## config.mk

```make
export PLATFORM = sky130hd
export DESIGN_NAME = sound_scheduler
export DESIGN_NICKNAME = d
export VERILOG_FILES = /design/src/rtl/frogger_pkg.sv /design/src/rtl/sound_rom.sv /design/src/rtl/sound_scheduler.sv
export SDC_FILE = /design/constraint.sdc
export NUM_CORES = 1
export LEC_CHECK = 0
export BUFFER_PORTS_ARGS = -buffer_cell sky130_fd_sc_hd__buf_2
export CAP_MARGIN = 5
export CORE_UTILIZATION = 55
export DETAILED_ROUTE_END_ITERATION = 8
export PLACE_DENSITY = 0.72
export REMOVE_ABC_BUFFERS = 1
export SYNTH_ARGS = -nofsm -noshare
export SYNTH_HDL_FRONTEND = slang
export SYNTH_SLANG_ARGS = --single-unit
```

## constraint.sdc

```tcl
create_clock -name clk -period 7.05 [get_ports clk]
set_clock_uncertainty 0.05 [all_clocks]
set_input_delay 0.3525 -clock clk [delete_from_list [all_inputs] [get_ports clk]]
set_output_delay 0.3525 -clock clk [all_outputs]
set_load 0.02 [all_outputs]
```

## src/rtl/frogger_pkg.sv

```systemverilog
// rtl/frogger_pkg.sv - sound ids, note record, scheduler states and sound priority helper
package frogger_pkg;

    typedef enum logic [1:0] {
        UI_PRESS    = 2'd0,
        NEXTLEVEL   = 2'd1,
        CRASH       = 2'd2,
        CELEBRATION = 2'd3
    } sound_t;

    typedef struct packed {
        logic [15:0] half_period;
        logic [3:0]  dur;
    } note_t;

    typedef enum logic [1:0] {
        IDLE = 2'd0,
        LOAD = 2'd1,
        PLAY = 2'd2,
        GAP  = 2'd3
    } sched_state_t;

    localparam int MAX_NOTES = 4;

    // Larger value wins arbitration and may preempt a smaller one.
    function automatic logic [1:0] prio(input sound_t s);
        logic [1:0] p;
        case (s)
            CRASH:       p = 2'd3;
            CELEBRATION: p = 2'd2;
            NEXTLEVEL:   p = 2'd1;
            default:     p = 2'd0;
        endcase
        return p;
    endfunction

endpackage

```

## src/rtl/sound_rom.sv

```systemverilog
// rtl/sound_rom.sv - combinational note table, unused slots have dur=0
module sound_rom
    import frogger_pkg::*;
(
    input  sound_t     sound,
    input  logic [1:0] idx,
    output note_t      note
);

    always_comb begin
        note = '0;
        case ({sound, idx})
            {UI_PRESS,    2'd0}: note = '{half_period: 16'd1000, dur: 4'd1};
            {NEXTLEVEL,   2'd0}: note = '{half_period: 16'd800,  dur: 4'd2};
            {NEXTLEVEL,   2'd1}: note = '{half_period: 16'd600,  dur: 4'd2};
            {NEXTLEVEL,   2'd2}: note = '{half_period: 16'd400,  dur: 4'd4};
            {CRASH,       2'd0}: note = '{half_period: 16'd3000, dur: 4'd4};
            {CRASH,       2'd1}: note = '{half_period: 16'd4000, dur: 4'd8};
            {CELEBRATION, 2'd0}: note = '{half_period: 16'd500,  dur: 4'd2};
            {CELEBRATION, 2'd1}: note = '{half_period: 16'd400,  dur: 4'd2};
            {CELEBRATION, 2'd2}: note = '{half_period: 16'd300,  dur: 4'd2};
            {CELEBRATION, 2'd3}: note = '{half_period: 16'd250,  dur: 4'd8};
            default:             note = '0;
        endcase
    end

endmodule

```

## src/rtl/sound_scheduler.sv

```systemverilog
// rtl/sound_scheduler.sv - priority sound-effect sequencer for one tone generator; SOUND_SCHED_MUTE_EN adds a mute input
module sound_scheduler
    import frogger_pkg::*;
#(
    parameter int NOTE_TICKS = 25000,
    parameter int GAP_TICKS  = 2500
) (
    input  logic        clk,
    input  logic        reset,
`ifdef SOUND_SCHED_MUTE_EN
    input  logic        mute,
`endif
    input  logic [3:0]  req,
    output logic [15:0] tone_half_period,
    output logic        tone_en,
    output logic        busy,
    output logic [1:0]  cur_sound,
    output logic        done
);

    localparam int CNT_MAX = (15 * NOTE_TICKS > GAP_TICKS) ? 15 * NOTE_TICKS : GAP_TICKS;
    localparam int CNT_W   = $clog2(CNT_MAX + 1);
    typedef logic [CNT_W-1:0] cnt_t;

    sched_state_t state, state_n;
    sound_t       snd_q, snd_n, cand;
    logic [1:0]   note_idx, idx_n, rom_idx;
    cnt_t         cnt, cnt_n;
    logic [15:0]  hp_q, hp_n;
    logic [3:0]   pending, pend_n, req_eff, cand_vec, cur_mask;
    logic         done_q, done_n, preempt, last_note;
    note_t        rom_note;

    // In PLAY the ROM looks one note ahead to detect the end of the sequence.
    assign rom_idx = (state == PLAY) ? note_idx + 2'd1 : note_idx;

    sound_rom u_rom (
        .sound (snd_q),
        .idx   (rom_idx),
        .note  (rom_note)
    );

    assign busy      = (state != IDLE);
    assign cur_mask  = busy ? (4'b0001 << snd_q) : 4'b0000;
    assign req_eff   = req & ~cur_mask;
    assign cand_vec  = pending | req_eff;
    assign last_note = (note_idx == 2'(MAX_NOTES - 1)) || (rom_note.dur == 4'd0);

    always_comb begin
        cand = UI_PRESS;
        if (cand_vec[CRASH])
            cand = CRASH;
        else if (cand_vec[CELEBRATION])
            cand = CELEBRATION;
        else if (cand_vec[NEXTLEVEL])
            cand = NEXTLEVEL;
    end

    assign preempt = busy && (|cand_vec) && (prio(cand) > prio(snd_q));

    always_comb begin
        state_n = state;
        snd_n   = snd_q;
        idx_n   = note_idx;
        cnt_n   = cnt;
        hp_n    = hp_q;
        pend_n  = cand_vec;
        done_n  = 1'b0;
        case (state)
            IDLE: begin
                if (|cand_vec) begin
                    state_n = LOAD;
                    snd_n   = cand;
                    idx_n   = 2'd0;
                    pend_n  = cand_vec & ~(4'b0001 << cand);
                end
            end
            LOAD: begin
                state_n = PLAY;
                hp_n    = rom_note.half_period;
                cnt_n   = cnt_t'(rom_note.dur) * cnt_t'(NOTE_TICKS) - cnt_t'(1);
            end
            PLAY: begin
                if (cnt == '0) begin
                    if (last_note) begin
                        state_n = IDLE;
                        snd_n   = UI_PRESS;
                        idx_n   = 2'd0;
                        done_n  = 1'b1;
                    end else begin
                        state_n = GAP;
                        cnt_n   = cnt_t'(GAP_TICKS - 1);
                    end
                end else begin
                    cnt_n = cnt - cnt_t'(1);
                end
            end
            GAP: begin
                if (cnt == '0) begin
                    state_n = LOAD;
                    idx_n   = note_idx + 2'd1;
                end else begin
                    cnt_n = cnt - cnt_t'(1);
                end
            end
            default: state_n = IDLE;
        endcase
        // A strictly higher-priority sound abandons the current one outright.
        if (preempt) begin
            state_n = LOAD;
            snd_n   = cand;
            idx_n   = 2'd0;
            pend_n  = cand_vec & ~(4'b0001 << cand);
            done_n  = 1'b0;
        end
    end

    always_ff @(posedge clk) begin
        if (reset) begin
            state    <= IDLE;
            snd_q    <= UI_PRESS;
            note_idx <= 2'd0;
            cnt      <= '0;
            hp_q     <= 16'd0;
            pending  <= 4'b0000;
            done_q   <= 1'b0;
        end else begin
            state    <= state_n;
            snd_q    <= snd_n;
            note_idx <= idx_n;
            cnt      <= cnt_n;
            hp_q     <= hp_n;
            pending  <= pend_n;
            done_q   <= done_n;
        end
    end

    assign cur_sound        = busy ? snd_q : UI_PRESS;
    assign tone_half_period = (state == PLAY) ? hp_q : 16'd0;
    assign done             = done_q;
`ifdef SOUND_SCHED_MUTE_EN
    assign tone_en = (state == PLAY) && !mute;
`else
    assign tone_en = (state == PLAY);
`endif

endmodule

```

* Word-level counts from Yosys, hierarchy flattened
Memory sizes are Yosys's and may differ from the RTL's.
Index checks and enable logic that the tools add are counted.
Widths: inputs -> output; s select.
** Word-level totals
- Flip-flop bits (word level) :: 46
- Bits in read-only memories :: 240
- Bits of input ports :: 6
- Output and inout port bits :: 21
- Logic and storage cells :: 92
- Memories kept :: 1
** Cells by class
- Add/sub/neg operators :: 3
- $mul :: 1
- Magnitude comparators :: 1
- Equality and inequality tests :: 20
- Shifts and indexed selects :: 2
- Mux-type cells :: 31
- Bitwise gates (word level) :: 7
- Reduce and logical (&&, ||, !) cells :: 18
** Memory list
- (name not given) :: words 16, bits a word 15, rd ports 1, clocked after Yosys merged registers in 0, write ports 0, RTL line sound_rom.sv:12 : case ({sound, idx})
** Operators with widths (count)
- $mux 19 :: 3
- $pmux 19 s3 :: 1
- $sub 19x1->19 const B :: 2
- $mux 2 :: 14
- $logic_not 19->1 :: 1
- $pmux 2 s3 :: 3
- $mul 4x12->16 const B :: 1
- $mux 16 :: 1
- $mux 4 :: 4
- $eq 2x2->1 const B :: 7
- $ne 3x3->1 const B :: 3
- $reduce_and 3->1 :: 3
- $reduce_bool 3->1 :: 3
- $and 4x4->4 :: 2
- $not 4->4 :: 2
- $pmux 2 s4 :: 1
- $reduce_or 4->1 :: 2
- $shl 1x2->4 const A :: 2
- $eq 2x1->1 const B :: 3
- $ne 2x2->1 const B :: 3
- $ne 3x1->1 const B :: 2
- $reduce_and 5->1 :: 1
- $logic_not 4->1 :: 1
- $ne 2x1->1 const B :: 2
- other kinds (12) :: 16

* Depth between registers and ports, before layout
- Depth in word-level cells :: 14
- Gate-level depth with buffers :: 22
- Depth with buffers taken out :: 19

* By module
A second synthesis with hierarchy kept.
** Second synthesis, totals
- Cells, all modules :: 495
- Area total of the unflattened synthesis :: 3958.8 um2
** By module, submodules not included
- sound_scheduler :: instances 1, cells an instance 438, area each 3518.4 um2, seq. area each 920.9 um2
- sound_rom :: instances 1, cells an instance 57, area each 440.4 um2, seq. area each 0.0 um2

* Worst setup path after synthesis
OpenSTA, ideal clock, no wires.
- Kind :: register -> register
- Start :: reg state[0]
- End :: reg cnt[15]
- Setup time :: 87 ps
- Data arrival time :: 4908 ps
- Data required time :: 6913 ps
- Path slack :: 2005 ps
- Stages on the path, launching flop included :: 21
- Buffers on the path :: 2
- Period minus slack after synthesis :: 5045 ps
- Cell sequence :: dfxtp_1 > inv_1 > ha_1 > clkbuf_1 > xnor2_1 > inv_1 > ha_1 > mux2_2 > nand2_1 > inv_1 > ha_1 > ha_1 > ha_1 > clkbuf_1 > a21o_1 > a221oi_1 > nor2_1 > xor2_1 > a2111oi_0 > nor4_1 > o31ai_1
** Between the ends
- Word-level cells in the longest chain between the ends :: 7
- Elaborated cells between the ends (all ways) :: 14
- Classes of those cells :: add/sub (1); mul (1); eq/ne (5); mux (2); reduce/logical (4); memory (1)
** RTL lines
- start: declaration :: RTL line sound_scheduler.sv:25 : sched_state_t state, state_n;
- start signal: assignment :: RTL line sound_scheduler.sv:128 : state <= state_n;
- $eq 2x2->1 (*)
- net tone_en :: RTL line sound_scheduler.sv:15 : output logic tone_en,
- branches (longest 6 deep; another with $sub 19x1->19)
- end signal: assignment :: RTL line sound_scheduler.sv:131 : cnt <= cnt_n;
- end: declaration :: RTL line sound_scheduler.sv:28 : cnt_t cnt, cnt_n;
Mark *: on every way through the listed nets, which the timed path passes.
A chain may end at the register's enable or synchronous reset.

* Final worst setup path
- Start :: reg state[0]
- End :: reg cnt[15]
** Between the ends
- Word-level cells in the longest chain between the ends :: 7
- Elaborated cells between the ends (all ways) :: 14
- Classes of those cells :: add/sub (1); mul (1); eq/ne (5); mux (2); reduce/logical (4); memory (1)
** RTL lines
- branches (longest 7 deep; another with $sub 19x1->19)
Parallel ways; which one is timed is not known.

==> summary.txt <==
Pin count of the biggest net entering global routing - 33
GRT Util Overall - 0.264
Post-synth EDFFs - 0
Register area - 821 µm²
Final worst slack - 1.51 ns
First-pass GRT wire length - 15400 µm
IO Port Bufs - 21
Status - complete, no violations
Critical path fanouts, max - 16
Yosys warnings - 0
Average wire per standard cell - 16.0 µm
Max-cap violation count - 0
Clock sinks - 41
Share of layout cells above drive strength 1 - 0.0994
Number of global-route vias before repair - 3289
Syn avg cell area - 7.61 µm²
Final Hold Viols - 0
Routed wire length - 9100 µm
Slew margin rel. - 0.286
# DRC - 0
Filler cell count - 609
Multi-input logic area - 2680 µm²
Die Y - 84.3 µm
CP Class - flop to flop
Data arrival, critical path - 5.70 ns
HPWL Detailed - 6770 µm
Distinct cells, synth - 70
Share of the synthesized area in the top cell type - 0.220
Synth async-reset ratio - 0
CTS tree - built
DIE AREA - 7110 µm²
Fmax achieved - 180 MHz
Post-route ant nets - 0
Placed cells - 562
Required @ worst endpoint - 7.21 ns
Drt pass-1 iters - 5
Worst Tran Pin Value - 1.07 ns
Core area - 6460 µm²
Initial Util - 0.577
Most common flop cell mapped by yosys - dfxtp_1
Hold Path Class - input pin to flop
Root Driver - clkbuf_8
Mapped Cells - 490
Overflow after GRT - 0
Nets@finish - 537
Vias per cell - 6.18
Synth area leaders - dfxtp_1 (22%), ha_1 (13%), a21oi_1 (6.8%)
Final period util - 0.786
GP Congestion - 0.933
Inserted Clock Buffers - 5
Post-CTS setup buffer count - 0
Worst-path clk slew - 0.09 ns
Clock Path Buffers - 2
# diodes - 0
Area leader, netlist - dfxtp_1
Design Power - 0.00201 W
CP Launch Type - flop
Hold buffer count at cts - 0
Iter 0 DRT Violations - 171
Seq cells post-synth - 41
Sequential-to-total area share from yosys stat - 0.220
Htree depth - 2
Pwr/cell area - 510 nW/µm²
Fin Setup TNS - 0 ns
DP Worst Slack - 1.49 ns
Period minus WS final - 5.54 ns
Synthesized area - 3730 µm²
Count of final max-slew check failures - 0
Clock Latency Late Sink - 0.29 ns
I/O pins - 27
Antenna violations before repair - 0
Final setup fails - 0
Die X - 84.3 µm
Post-CTS resize count - 0
RSZ-0062 raised after global routing - false
Maximum vdd ir drop - 0.000225 V
Area Overhead vs Synth - 5.44%
Vias - 3524
# rows - 29
Crit end category - flop
Static leakage - 1.69 nW
Layout Cells excl Fill - 570
## routing by layer
metal  share of wire  GRT usage  vias up  wire length (µm)
li1                -          -     1761                 -
met1            0.47      0.362     1653              4320
met2            0.46      0.446      102              4150
met3           0.055     0.0285        8               504
met4           0.014     0.0632        0               127
met5               0          0        -                 0
## critical path, cell delays in order, from the launching register on
cell and delay, ns:
dfxtp_1 0.34, inv_1 0.12, ha_1 0.47, mux2_2 0.30, inv_1 0.11, ha_1 0.25, and3b_1 0.19, a31oi_1 0.37
inv_1 0.18, ha_1 0.31, ha_1 0.34, ha_1 0.39, a21o_1 0.22, a221oi_1 0.59, nor2_1 0.16, xor2_1 0.21
a2111oi_0 0.51, nor4_1 0.11, o31ai_1 0.23
## cell usage in the layout, fill, tap and decap left out, types with 4 or more instances in the layout
cell type,Yosys,layout
nand4_1,8,8
a21o_1,7,7
a211oi_1,16,16
buf_2,5,21
mux2i_1,4,4
nor2_1,43,43
o31ai_1,7,7
ha_1,39,39
and2_1,15,15
or3_1,5,5
o22ai_1,4,4
conb_1,1,5
nand2b_1,9,9
nand2_1,38,38
nor4_1,4,4
or4_1,4,4
o211ai_1,5,5
nand3_1,6,6
clkbuf_8,0,6
nor3_1,18,18
xor2_1,8,8
inv_1,25,25
dfxtp_1,41,41
a21oi_1,51,51
xnor2_1,18,18
a31oi_1,4,4
o21ai_0,24,24
## power by group
part	switching, W	internal, W
clock	0.0000881	0.000115
sequential	0.0000777	0.000304
combinational	0.000883	0.000538
total	0.00105	0.000958
## metrics by stage
step                       util  hold slack (ns)  instance area (µm²)
after floorplan               -            0.372                 3600
after global placement    0.590            0.401                 3810
after detailed placement  0.590            0.406                 3810
after CTS                 0.609            0.332                 3930
after global routing      0.609            0.363                 3930
final                     0.609            0.322                 3930
## layout make-up
type                    instances  area share
repair buffers                 22      0.0286
flip-flops and latches         41       0.209
clock buffers                   6      0.0210
inverters                      27      0.0258
multi-input cells             395       0.682
well taps                      77      0.0245
clock inverters                 2     0.00955
## flip-flops by register name, indices dropped and copies added (netlist names)
signal,flops
snd_q,2
done,1
note_idx,2
pending,4
state,2
hp_q,11
cnt,19
## cell families after synthesis
group / synth area share
xor+xnor: 0.0671
simple gates: 0.234
other cells: 0.00101
flops: 0.220
fa+ha+maj: 0.131
mux: 0.0198
buf+inv: 0.0651
compound gates: 0.262
## final timing paths
kind	from	end	slack [ns]	cells after the start
worst min-delay path	req[2]	pending[2]	0.32	3
worst max-delay path	state[0]	cnt[15]	1.51	18
worst max register to register	state[0]	cnt[15]	1.51	18
worst min register to register	hp_q[2]	hp_q[2]	0.42	2
## synthesized netlist by cell type (5+ instances only)
cell and n:
a21oi_1 51, nor2_1 43, dfxtp_1 41, ha_1 39, nand2_1 38, inv_1 25
o21ai_0 24, clkbuf_1 20, nor3_1 18, xnor2_1 18, a211oi_1 16, and2_1 15
nand2b_1 9, nand4_1 8, xor2_1 8, a21o_1 7, o31ai_1 7, nand3_1 6
buf_2 5, buf_4 5, o211ai_1 5, or3_1 5
Note: power is estimated with default switching activity, not from simulation.
